<file path="config.mk">
export PLATFORM = sky130hd
export DESIGN_NAME = reg_alu_ctrl
export DESIGN_NICKNAME = d
export VERILOG_FILES = /design/src/rtl/reg_alu_pkg.sv /design/src/rtl/reg16.sv /design/src/rtl/reg_alu_ctrl.sv
export SDC_FILE = /design/constraint.sdc
export NUM_CORES = 1
export LEC_CHECK = 0
export BUFFER_PORTS_ARGS = -buffer_cell sky130_fd_sc_hd__buf_4
export CAP_MARGIN = 25
export CORE_MARGIN = 4
export CORE_UTILIZATION = 25
export CTS_BUF_LIST = sky130_fd_sc_hd__clkbuf_16
export DETAILED_ROUTE_END_ITERATION = 8
export PLACE_DENSITY = 0.6
export SLEW_MARGIN = 10
export SYNTH_ARGS = -nofsm -noshare
export SYNTH_HDL_FRONTEND = slang
export SYNTH_SLANG_ARGS = --single-unit
</file>
<file path="constraint.sdc">
create_clock -name clk -period 2.8 [get_ports clk]
set_input_delay 0.14 -clock clk [delete_from_list [all_inputs] [get_ports clk]]
set_output_delay 0.14 -clock clk [all_outputs]
set_load 0.03 [all_outputs]
</file>
<file path="src/rtl/reg_alu_pkg.sv">
// rtl/reg_alu_pkg.sv - shared types and constants for the reg_alu datapath and its controller
package reg_alu_pkg;

  localparam int DW = 16;
  localparam int AW = 3;
  localparam int OW = 2;

  typedef enum logic [1:0] {
    ST_IDLE     = 2'd0,
    ST_EXEC     = 2'd1,
    ST_READBACK = 2'd2,
    ST_RESP     = 2'd3
  } state_t;

  localparam logic KIND_ALU = 1'b0;
  localparam logic KIND_LDI = 1'b1;

  localparam logic SEL_ALU = 1'b1;
  localparam logic SEL_DIN = 1'b0;

endpackage

</file>
<file path="src/rtl/reg16.sv">
// rtl/reg16.sv - 16-bit load-enable register with synchronous active-high reset
module reg16 (
  input  logic        clk,
  input  logic        reset,
  input  logic        load,
  input  logic [15:0] d,
  output logic [15:0] q
);

  // Hold value until load; reset clears.
  always_ff @(posedge clk) begin
    if (reset)
      q <= 16'h0000;
    else if (load)
      q <= d;
  end

endmodule

</file>
<file path="src/rtl/reg_alu_ctrl.sv">
// rtl/reg_alu_ctrl.sv - command sequencer driving the reg_alu register file / ALU
module reg_alu_ctrl
  import reg_alu_pkg::*;
(
  input  logic          clk,
  input  logic          reset,
  input  logic          cmd_valid,
  output logic          cmd_ready,
  input  logic          cmd_kind,
  input  logic [OW-1:0] cmd_op,
  input  logic [AW-1:0] cmd_ra,
  input  logic [AW-1:0] cmd_rb,
  input  logic [AW-1:0] cmd_rd,
  input  logic [DW-1:0] cmd_imm,
  output logic [AW-1:0] rd_addr_a,
  output logic [AW-1:0] rd_addr_b,
  output logic          wr,
  output logic [AW-1:0] wr_addr,
  output logic          sel,
  output logic [OW-1:0] op,
  output logic [DW-1:0] d_in,
  input  logic [DW-1:0] rf_d_out_a,
  input  logic          rf_cout,
  output logic          rsp_valid,
  input  logic          rsp_ready,
  output logic [DW-1:0] rsp_data,
  output logic          rsp_carry
);

  state_t        state, state_nxt;
  logic          kind_q;
  logic [OW-1:0] op_q;
  logic [AW-1:0] ra_q, rb_q, rd_q;
  logic [DW-1:0] imm_q;
  logic          carry_q;
  logic          accept;

  assign accept    = (state == ST_IDLE) && cmd_valid;
  assign rsp_carry = carry_q;

  // State register; reset wins in every state, so an in-flight command is simply dropped.
  always_ff @(posedge clk) begin
    if (reset)
      state <= ST_IDLE;
    else
      state <= state_nxt;
  end

  // Latch command fields on accept and the ALU carry during the write cycle.
  always_ff @(posedge clk) begin
    if (reset) begin
      kind_q  <= KIND_ALU;
      op_q    <= '0;
      ra_q    <= '0;
      rb_q    <= '0;
      rd_q    <= '0;
      imm_q   <= '0;
      carry_q <= 1'b0;
    end else begin
      if (accept) begin
        kind_q <= cmd_kind;
        op_q   <= cmd_op;
        ra_q   <= cmd_ra;
        rb_q   <= cmd_rb;
        rd_q   <= cmd_rd;
        imm_q  <= cmd_imm;
      end
      if (state == ST_EXEC)
        carry_q <= (kind_q == KIND_ALU) ? rf_cout : 1'b0;
    end
  end

  // Response data is the destination register read back after the write has landed.
  reg16 u_rsp_data (
    .clk   (clk),
    .reset (reset),
    .load  (state == ST_READBACK),
    .d     (rf_d_out_a),
    .q     (rsp_data)
  );

  // Next-state and datapath control; everything idles at zero outside its active state.
  always_comb begin
    state_nxt = state;
    cmd_ready = 1'b0;
    rsp_valid = 1'b0;
    wr        = 1'b0;
    wr_addr   = '0;
    rd_addr_a = '0;
    rd_addr_b = '0;
    sel       = SEL_DIN;
    op        = '0;
    d_in      = '0;
    case (state)
      ST_IDLE: begin
        cmd_ready = 1'b1;
        if (cmd_valid)
          state_nxt = ST_EXEC;
      end
      ST_EXEC: begin
        wr        = 1'b1;
        wr_addr   = rd_q;
        rd_addr_a = ra_q;
        rd_addr_b = rb_q;
        op        = op_q;
        if (kind_q == KIND_ALU) begin
          sel = SEL_ALU;
        end else begin
          sel  = SEL_DIN;
          d_in = imm_q;
        end
        state_nxt = ST_READBACK;
      end
      ST_READBACK: begin
        rd_addr_a = rd_q;
        state_nxt = ST_RESP;
      end
      ST_RESP: begin
        rsp_valid = 1'b1;
        if (rsp_ready)
          state_nxt = ST_IDLE;
      end
      default: state_nxt = ST_IDLE;
    endcase
  end

endmodule
</file>
==> results.rst <==
.. list-table::
   :header-rows: 1

   * - Metric
     - Value
   * - Run status
     - finished, final reports clean
   * - Non-filler cells, final
     - approximately 430
   * - Root buffer cell
     - sky130_fd_sc_hd__clkbuf_16
   * - Post-Syn Nets
     - between 200 and 300
   * - N_diodes
     - 0
   * - Critical path capture point type
     - output port
   * - Critical path arrival
     - between 1.5 and 2 ns
   * - Highest clock rate
     - roughly 0.52 GHz
   * - Vias/cell
     - around 4.3
   * - First DRT Iteration DRCs
     - 106
   * - CTS max path bufs
     - 2
   * - Full die area
     - about 0.0099 mm²
   * - Number of hold buffers added after CTS
     - 0
   * - Initial antenna violation count
     - 0
   * - Count of mapped cells out of synthesis
     - approximately 230
   * - Post CTS Setup Buffer Count
     - 0
   * - Filler cell count in the final layout
     - around 850
   * - Routed vias
     - 1821
   * - Kind of start point of the critical path
     - register
   * - Path category of the worst min-delay check
     - in2reg
   * - Number of endpoints failing setup at the final stage
     - 0
   * - Post-DR wirelength/cell
     - around 13 µm
   * - RSZ-0062 raised after global routing
     - no
   * - Multi-input gate area in the final layout
     - a little over 0.001 mm²
   * - Slew @ Worst Pin
     - between 0.6 and 0.7 ns
   * - CTS tree
     - yes
   * - Setup TNS after final layout
     - 0 ns
   * - Antenna Nets Post-Route
     - 0
   * - CTS H-tree lvls
     - 2
   * - Placed cell count
     - 418
   * - Number of sinks driven by the clock tree
     - 47
   * - Data required time at the worst endpoint
     - roughly 2.7 ns
   * - Total power density per cell area
     - roughly 760 mW/mm²
   * - Max-slew violation count
     - 0
   * - Post-route minimum period
     - roughly 1.9 ns
   * - Starting utilization of the core area
     - 0.257
   * - Placeable Area
     - ~0.0082 mm²
   * - Final hold violation count
     - 0
   * - Largest driver fanout on the critical path
     - 18
   * - Maximum Capacitance Violations
     - 0
   * - Worst clock skew
     - ~0.0022 ns
   * - Standard-cell row count
     - 33
   * - Top-level port count
     - 97
   * - Number of buffers created by CTS
     - 5
   * - Skew-Pair Late Insertion Delay
     - about 0.28 ns
   * - Die X
     - roughly 100 µm
   * - WHS
     - about 0.095 ns
   * - All-Layer GR Usage
     - 0.116
   * - Unique masters post-synth
     - 25
   * - Final clock period utilization by the worst path
     - 0.683
   * - YS warnings
     - 0
   * - DRC violation count after routing
     - 0
   * - Static Leakage
     - roughly 1.4 nW
   * - Critical path class
     - reg2out
   * - Overall routed net length
     - between 5000 and 6000 µm
   * - CTS clk-pin slew, worst paths
     - about 0.060 ns
   * - Netlist area before placement
     - 0.00210 mm²
   * - Synthesized flop and latch total
     - 47
   * - Number of global-route vias before repair
     - ~1800
   * - Drt first pass iters
     - 4
   * - Resized cells post-CTS
     - 0
   * - Utilization after layout
     - 0.364
   * - Global placement routability congestion
     - 0.662
   * - Area delta synth->final
     - 42.0%
   * - Final layout net count
     - 375
   * - HPWL reported at the end of detailed placement
     - roughly 4000 µm
   * - Total congestion overflow after global routing
     - 0
   * - Global-route wire length before repair
     - around 9200 µm
   * - Fraction of final layout cells sized beyond drive strength 1
     - 0.430
   * - Die height
     - about 100 µm
   * - Worst IR drop on VDD
     - approximately 320 µV
   * - Synthesized area divided by synthesized cell count
     - 9.08 µm²
   * - Number of I/O port buffers
     - 96
   * - Pin count of the biggest net entering global routing
     - 47
   * - Storage element area
     - about 940 µm²
   * - Sequential fraction of the synthesis area
     - 0.448
   * - Max-slew headroom at the worst pin
     - 0.545
-- synth_stat cells (all sizes together) --
master  count  share of area
nor2       16          0.029
or3         1         0.0030
o211a       1         0.0048
mux2i      17          0.081
a21oi      30           0.11
ha          6          0.036
inv         4         0.0072
buf        12          0.051
nand2      59           0.12
a22oi       3          0.011
nand2b      1         0.0030
and2        9          0.028
nand3b      1         0.0036
and3       16          0.048
nor2b       5          0.015
clkbuf      3         0.0054
dfxtp      47           0.45
-- metrics by stage --
stage,cell area (µm²),setup WS (ns),total power [mW]
2_1_floorplan,2100,1.09,1.50
3_3_place_gp,2840,1.20,1.72
3_5_place_dp,2840,1.09,1.74
4_1_cts,2980,0.841,2.33
5_1_grt,2980,0.773,2.44
6_report,2980,0.888,2.27
-- routing by layer --
layer / wire length [µm] / global-route usage / share of wire / vias to the layer above
met5: 0 / 0 / 0 / -
met4: 34 / 0.0252 / 0.0060 / 0
met3: 509 / 0.0442 / 0.090 / 4
met2: 2570 / 0.188 / 0.45 / 64
met1: 2540 / 0.148 / 0.45 / 822
li1: - / - / - / 931
-- cells by family after synthesis --
group / after synthesis / synth area share
DFF: 47 / 0.448
muxes: 17 / 0.0811
AOI/OAI and AO/OA: 34 / 0.121
buffers and inverters: 19 / 0.0638
and+or+nand+nor: 108 / 0.250
adders and majority gates: 6 / 0.0358
-- power by group --
group / internal [mW] / switching, mW
logic: 0.327 / 0.519
registers: 0.784 / 0.0741
clock network: 0.326 / 0.245
total: 1.44 / 0.838
-- sequential cells by signal, indices dropped and copies added (netlist names) --
| register | count |
|---|---|
| state | 2 |
| rd_q | 3 |
| ra_q | 3 |
| u_rsp_data.q | 16 |
| op_q | 2 |
| kind_q | 1 |
| rsp_carry | 1 |
| rb_q | 3 |
| imm_q | 16 |
-- worst max-delay path: stages, from the launching register on --
cell,delay [ns]
sky130_fd_sc_hd__dfxtp_1,0.35
sky130_fd_sc_hd__inv_1,0.12
sky130_fd_sc_hd__ha_1,0.60
sky130_fd_sc_hd__and3_1,0.26
sky130_fd_sc_hd__buf_4,0.16
-- worst paths after layout --
path | from | to | slack, ns | depth (start not counted)
worst max-delay path | state[1]$_SDFFE_PP0P_ | d_in[5] | 0.89 | 4
worst min-delay path | rf_d_out_a[0] | u_rsp_data.q[0]$_SDFFE_PP0N_ | 0.09 | 3
worst max register to register | state[0]$_SDFFE_PP0P_ | imm_q[2]$_SDFFE_PP0P_ | 1.15 | 5
worst min register to register | imm_q[7]$_SDFFE_PP0P_ | imm_q[7]$_SDFFE_PP0P_ | 0.45 | 2
-- cells in the final DEF, fill, tap and decap left out --
cell type,instances
sky130_fd_sc_hd__dfxtp_1,47
sky130_fd_sc_hd__clkbuf_16,5
sky130_fd_sc_hd__nand2_2,13
sky130_fd_sc_hd__or3_1,1
sky130_fd_sc_hd__buf_4,97
sky130_fd_sc_hd__and3_1,16
sky130_fd_sc_hd__and2_1,8
sky130_fd_sc_hd__clkinv_2,3
sky130_fd_sc_hd__inv_1,4
sky130_fd_sc_hd__and2_4,1
sky130_fd_sc_hd__nand3b_1,1
sky130_fd_sc_hd__nor2_1,16
sky130_fd_sc_hd__o211a_1,1
sky130_fd_sc_hd__a21oi_1,11
sky130_fd_sc_hd__a21oi_2,19
sky130_fd_sc_hd__a22oi_1,3
sky130_fd_sc_hd__ha_1,6
sky130_fd_sc_hd__mux2i_1,17
sky130_fd_sc_hd__nand2b_1,1
sky130_fd_sc_hd__nor2b_1,5
sky130_fd_sc_hd__nand2_1,46
-- final cells by class --
cell class / count / share of cell area
Timing Repair Buffer: 97 / 0.244
Multi-Input combinational cell: 165 / 0.344
Tap cell: 105 / 0.0441
Clock inverter: 3 / 0.00504
Inverter: 4 / 0.00504
Sequential cell: 47 / 0.316
Clock buffer: 5 / 0.0420
Note: power is estimated with default switching activity, not from simulation.
